[config.mk]
export PLATFORM = sky130hd
export DESIGN_NAME = timer_round
export DESIGN_NICKNAME = d
export VERILOG_FILES = /design/src/rtl/timer_round.sv
export SDC_FILE = /design/constraint.sdc
export NUM_CORES = 1
export LEC_CHECK = 0
export ABC_CLOCK_PERIOD_IN_PS = 4000
export CORE_MARGIN = 5
export CORE_UTILIZATION = 23
export CTS_CLUSTER_DIAMETER = 100
export DETAILED_ROUTE_END_ITERATION = 10
export SYNTH_ARGS = -nofsm -noshare
export SYNTH_HDL_FRONTEND = slang
export SYNTH_SLANG_ARGS = --single-unit
[constraint.sdc]
create_clock -name clk_i -period 4 [get_ports clk_i]
set_input_delay 0.4 -clock clk_i [delete_from_list [all_inputs] [get_ports clk_i]]
set_output_delay 0.4 -clock clk_i [all_outputs]
set_load 0.01 [all_outputs]
[src/rtl/timer_round.sv]
// rtl/timer_round.sv - prescaled up-counter with one-shot / auto-wrap terminal handling
// Three-state IDLE/RUN/DONE controller; all outputs come straight from registers.
module timer_round #(
    parameter int N   = 4,
    parameter int DIV = 1
) (
    input  logic         clk_i,
    input  logic         r_i,
    input  logic         e_i,
    input  logic         start_i,
    input  logic         stop_i,
    input  logic         mode_i,
    input  logic [N-1:0] limit_i,
    output logic [N-1:0] tempo_o,
    output logic         end_time,
    output logic         expired_o,
    output logic         run_o
);

    localparam int PW = (DIV > 1) ? $clog2(DIV) : 1;
    localparam logic [PW-1:0] PRE_LAST = PW'(DIV - 1);

    typedef enum logic [1:0] {
        IDLE = 2'd0,
        RUN  = 2'd1,
        DONE = 2'd2
    } state_t;

    state_t          state_q;
    logic [N-1:0]    tempo_q;
    logic [PW-1:0]   pre_q;
    logic            end_q;
    logic            expired_q;
    logic            run_q;
    logic            tempo_tick;

    // With DIV=1 pre_q stays 0 and PRE_LAST is 0, so every accepted e_i is a tick.
    assign tempo_tick = e_i && (pre_q == PRE_LAST);

    always_ff @(posedge clk_i) begin
        if (r_i) begin
            state_q   <= IDLE;
            tempo_q   <= '0;
            pre_q     <= '0;
            end_q     <= 1'b0;
            expired_q <= 1'b0;
            run_q     <= 1'b0;
        end else begin
            end_q <= 1'b0;
            case (state_q)
                IDLE: begin
                    if (!stop_i && start_i) begin
                        state_q <= RUN;
                        run_q   <= 1'b1;
                        tempo_q <= '0;
                        pre_q   <= '0;
                    end
                end
                RUN: begin
                    if (stop_i) begin
                        state_q   <= IDLE;
                        run_q     <= 1'b0;
                        tempo_q   <= '0;
                        pre_q     <= '0;
                        expired_q <= 1'b0;
                    end else if (start_i) begin
                        tempo_q <= '0;
                        pre_q   <= '0;
                    end else if (e_i) begin
                        if (tempo_tick) begin
                            pre_q <= '0;
                            // >= so a limit lowered below the count still terminates
                            if (tempo_q >= limit_i) begin
                                end_q <= 1'b1;
                                if (mode_i) begin
                                    tempo_q <= '0;
                                end else begin
                                    state_q   <= DONE;
                                    run_q     <= 1'b0;
                                    expired_q <= 1'b1;
                                end
                            end else begin
                                tempo_q <= tempo_q + N'(1);
                            end
                        end else begin
                            pre_q <= pre_q + PW'(1);
                        end
                    end
                end
                DONE: begin
                    if (stop_i) begin
                        state_q   <= IDLE;
                        tempo_q   <= '0;
                        pre_q     <= '0;
                        expired_q <= 1'b0;
                    end else if (start_i) begin
                        state_q   <= RUN;
                        run_q     <= 1'b1;
                        tempo_q   <= '0;
                        pre_q     <= '0;
                        expired_q <= 1'b0;
                    end
                end
                default: begin
                    state_q <= IDLE;
                    run_q   <= 1'b0;
                end
            endcase
        end
    end

    assign tempo_o   = tempo_q;
    assign end_time  = end_q;
    assign expired_o = expired_q;
    assign run_o     = run_q;

endmodule

Word level (Yosys, flattened, before mapping)
Index checks and enable logic that the tools add are counted.
{ "word_totals": {"reg_bits": 10, "latch_bits": 0, "mem_bits_rw": 0, "romBits": 0, "output_inout_bits": 7, "word_cells": 85, "n_memories": 0} }
{ "op_classes": {"add_sub_neg": 2, "n_mul": 0, "div": 0, "order_cmp": 1, "n_eq_ne": 14, "shift": 0, "muxes": 46, "bitwise": 4, "n_reduce_logical": 12} }
{ "ops": {"columns": ["op", "n"], "rows": [
  ["$mux 4", 9],
  ["$mux 1", 23],
  ["$mux 2", 9],
  ["$ne 3x3->1 const B", 6],
  ["$reduce_and 7->1", 2],
  ["$pmux 4 s3", 1],
  ["$ne 4x4->1 const B", 2],
  ["$reduce_and 8->1", 1],
  ["$ne 2x2->1 const B", 3],
  ["$pmux 1 s3", 2],
  ["$pmux 2 s3", 1],
  ["$reduce_and 6->1", 1],
  ["$reduce_or 6->1", 1],
  ["$ne 5x5->1 const B", 1],
  ["$add 4x1->4 const B", 1],
  ["$ge 4x4->1", 1],
  ["$not 1->1", 4],
  ["$reduce_and 4->1", 1],
  ["$reduce_bool 3->1", 1],
  ["$eq 2x1->1 const B", 1],
  ["$eq 2x2->1 const B", 1],
  ["$logic_and 1x1->1", 2],
  ["$logic_not 2->1", 1],
  ["$pmux 1 s2", 1],
  ["other kinds (3)", 3]
]} }

Depth between registers and ports, before layout
{ "depth": {"ltp_word": 7, "mapped_depth": 7, "depth_no_buf": 7} }

Worst setup path before layout
No wires, ideal clock.
{ "synth_timing": {"path_type": "reg2reg", "from": "register tempo_q[0] (netlist: tempo_o[0])", "to": "register state_q[0]", "setup_time_ns": 0.070, "t_arrival_ns": 1.851, "t_required_ns": 3.930, "setup_slack_ns": 2.079, "path_stages_with_launch": 8, "synth_period_minus_slack_ns": 1.921, "path_cell_list": "dfxtp_1 inv_1 ha_1 nand2b_4 a2111oi_4 nor2_1 a221o_1 a21oi_1"} }
{ "synth_between": {"elab_chain_cells": 3} }
{ "synth_lines": {"columns": ["element", "line_no", "rtl"], "rows": [
  ["from (decl)", "30", "logic [N-1:0] tempo_q;"],
  ["from (signal assigned)", "83", "tempo_q <= tempo_q + N'(1);"],
  ["$ge 4x4->1", "73", "if (tempo_q >= limit_i) begin"],
  ["$ne 3x3->1 (no source line)", null, null],
  ["$reduce_and 7->1 (no source line)", null, null],
  ["to (signal assigned)", "78", "state_q <= DONE;"],
  ["to (signal assigned)", "92", "state_q <= IDLE;"],
  ["to (signal assigned)", "97", "state_q <= RUN;"],
  ["to (decl)", "29", "state_t state_q;"]
]} }
Every way passes these cells.
A chain may end at the register's enable or synchronous reset.

Worst setup path in the final report
{ "layout_timing": {"from": "input port limit_i[0]", "to": "register state_q[0]"} }
{ "layout_between": {"elab_chain_cells": 3} }
{ "layout_lines": {"columns": ["element", "line_no", "rtl"], "rows": [
  ["from (decl)", "13", "input logic [N-1:0] limit_i,"],
  ["$ge 4x4->1", "73", null],
  ["$ne 3x3->1 (no source line)", null, null],
  ["$reduce_and 7->1 (no source line)", null, null]
]} }
Every way passes these cells.

==> flow_metrics.tcl <==
set metrics [dict create \
    cp-start-kind "input pin" \
    holdPathEnd "pre_q" \
    relSlewSlack_pct 69.5 \
    synthCells 82 \
    ant_nets 0 \
    cp_slowest_stage_delay_ns 0.43 \
    post-route-drc-count 0 \
    mostFrequentLayoutCells "clkdlybuf4s50_1 (16), dfxtp_1 (10), nor2_1 (8), inv_1 (7), o21ai_0 (7)" \
    drive_gt1_share_pct 11.1 \
    layout_commonest_cell "clkdlybuf4s50_1" \
    grt_overflow 0 \
    cts_buffers 3 \
    wl_um 1640 \
    pin_count 17 \
    maxSlewViolCount 0 \
    setup_tns_ns 0 \
    postCtsHoldBufs 0 \
    final_util_pct 30.4 \
    critical_path_required_ns 4.20 \
    clock_latency_ns 0.26 \
    hold_start "pre_q" \
    clk_pin_slew_worst_paths_ns 0.07 \
    crit_slowest_cell "a2111oi_4" \
    grt_max_degree 11 \
    start_util_pct 23.2 \
    arrival_ns 2.28 \
    hpwlAfterDp_um 1290 \
    synth_top_area_share_pct 28.9 \
    tritoncts "done" \
    rsz0062_at_grt "no" \
    syn_area_um2 692 \
    numPortBuffers 16 \
    outcome "finished, final reports clean" \
    setup_viol 0 \
    ys.warnings.count 0 \
    path_delay_family "compound AO/OA/AOI/OAI gates" \
    routabilityCongestion 0.779 \
    fin_area_um2 906 \
    avgSynthCellArea_um2 8.44 \
    antenna_found_initial 0 \
    diodes 0 \
    fmax_mhz 480 \
    post-route-min-period_ns 2.08 \
    clk_path_buf_depth 2 \
    clock_skew_ns 0.00140 \
    grt_pass1_vias 625 \
    ys_seq_area_share_pct 28.9 \
    r2r_setup_slack_ns 1.99 \
    rows 20 \
    syn_nets 97 \
    vias_per_cell 4.98 \
    p_leak_nw 0.345 \
    ys_top_cells_by_area "dfxtp_1 (29%), ha_1 (9.0%), o21ai_0 (5.1%)" \
    worstSetupEndpointType "register" \
    r2r_end "state_q[0]" \
    drt-pass1-iter-count 4 \
    core_um2 2980 \
    path_cells "clkdlybuf4s50_1 > ha_1 > nand2b_4 > a2111oi_4 > nor2_1 > a221o_1 > a21oi_1" \
    rr_worst_depth 7 \
    hold_viol_final 0 \
    fin_nets 115 \
    cts_resized 0 \
    track_usage_pct 8.71 \
    criticalPathCategory "input pin to register" \
    synth-seq-cells 10 \
    path_buf_inv 1 \
    cts_root_buf "clkbuf_4" \
    synth.distinct_cells 35 \
    area_growth_pct 30.9 \
    peakVddDrop_v 0.000148 \
    post_cts_buffers 0 \
    die_w_um 64.9 \
    postPlaceCellArea_um2 870 \
    num_vias 657 \
    drt_iter0_drc 21 \
    fin_crit_sh_pct 52.1 \
    cts_sinks 10 \
    routedWlPerCell_um 12.4 \
    tightestPinTransition_ns 0.452 \
    p_per_area_nw_per_um2 260 \
    rr_startpoint "tempo_o[0]" \
    grt_first_pass_wirelength_um 2830 \
    synth_area_leader_cell "dfxtp_1" \
    die-area_um2 4210 \
    maxCapViolations 0 \
    cp_max_fo 4 \
    hold_class "register to register" \
    dieHeight_um 64.9 \
    htree_levels 1 \
    total_power_uw 235 \
    whs_path_depth 1 \
]
## registers in the layout, indices dropped and copies added (netlist names)
signal	flops
expired_o	1
pre_q	1
end_time	1
tempo_o	4
state_q	2
run_o	1
## metrics by stage
stage,worst slack [ns],hold WS [ns],std cells
final,1.92,0.465,132
after global routing,1.82,0.489,132
after floorplan,2.08,0.448,82
after global placement,1.66,0.455,128
after detailed placement,1.63,0.464,128
after CTS,1.91,0.471,132
## cells by family after synthesis
family	share of synthesized area, %
flip-flops	28.9
buffers and inverters	7.23
AND/OR/NAND/NOR	28.6
AO/OA/AOI/OAI	26.2
adder cells (fa/ha/maj)	9.04
## layer usage
metal / GRT usage (%) / wire, um / part of all wire [%] / vias up
met5: 0 / 0 / 0 / -
li1: - / - / - / 331
met3: 4.33 / 174 / 11 / 2
met4: 2.37 / 6 / 0.37 / 0
met2: 12.5 / 704 / 43 / 27
met1: 11.4 / 754 / 46 / 297
## synth_stat cells, drive strengths merged
cell / n
dfxtp: 10
nor2: 9
o21ai: 9
inv: 7
ha: 5
nand2b: 4
or3: 4
a21oi: 3
buf: 3
nor2b: 3
nor3b: 3
a21o: 2
nand2: 2
nand3: 2
nand4: 2
o21bai: 2
a2111oi: 1
a211oi: 1
a221o: 1
a31o: 1
a31oi: 1
nand3b: 1
nor3: 1
nor4: 1
o21a: 1
o22a: 1
o311a: 1
or4b: 1
## area by class of cell
class / instances / area [um2]
Fill cell: 308 / 2070
Multi-Input combinational cell: 62 / 442
Sequential cell: 10 / 200
Timing Repair Buffer: 16 / 160
Tap cell: 33 / 41.3
Clock buffer: 4 / 36.3
Inverter: 7 / 26.3
## power by group
part,leakage (nW),switching (mW),internal (mW)
Sequential,0.0809,0.00233,0.101
Combinational,0.243,0.0185,0.0213
Clock,0.0210,0.0366,0.0553
## worst max path at each step
stage,start,end,slack (ns),depth (start not counted)
after floorplan,tempo_o[0],state_q[0],2.08,7
after global placement,limit_i[0],state_q[0],1.66,7
after detailed placement,limit_i[0],state_q[0],1.63,7
after CTS,limit_i[0],state_q[0],1.91,7
after global routing,stop_i,tempo_o[2],1.82,6
final,limit_i[0],state_q[0],1.92,7
No activity file was read; power rests on OpenSTA's default activity.
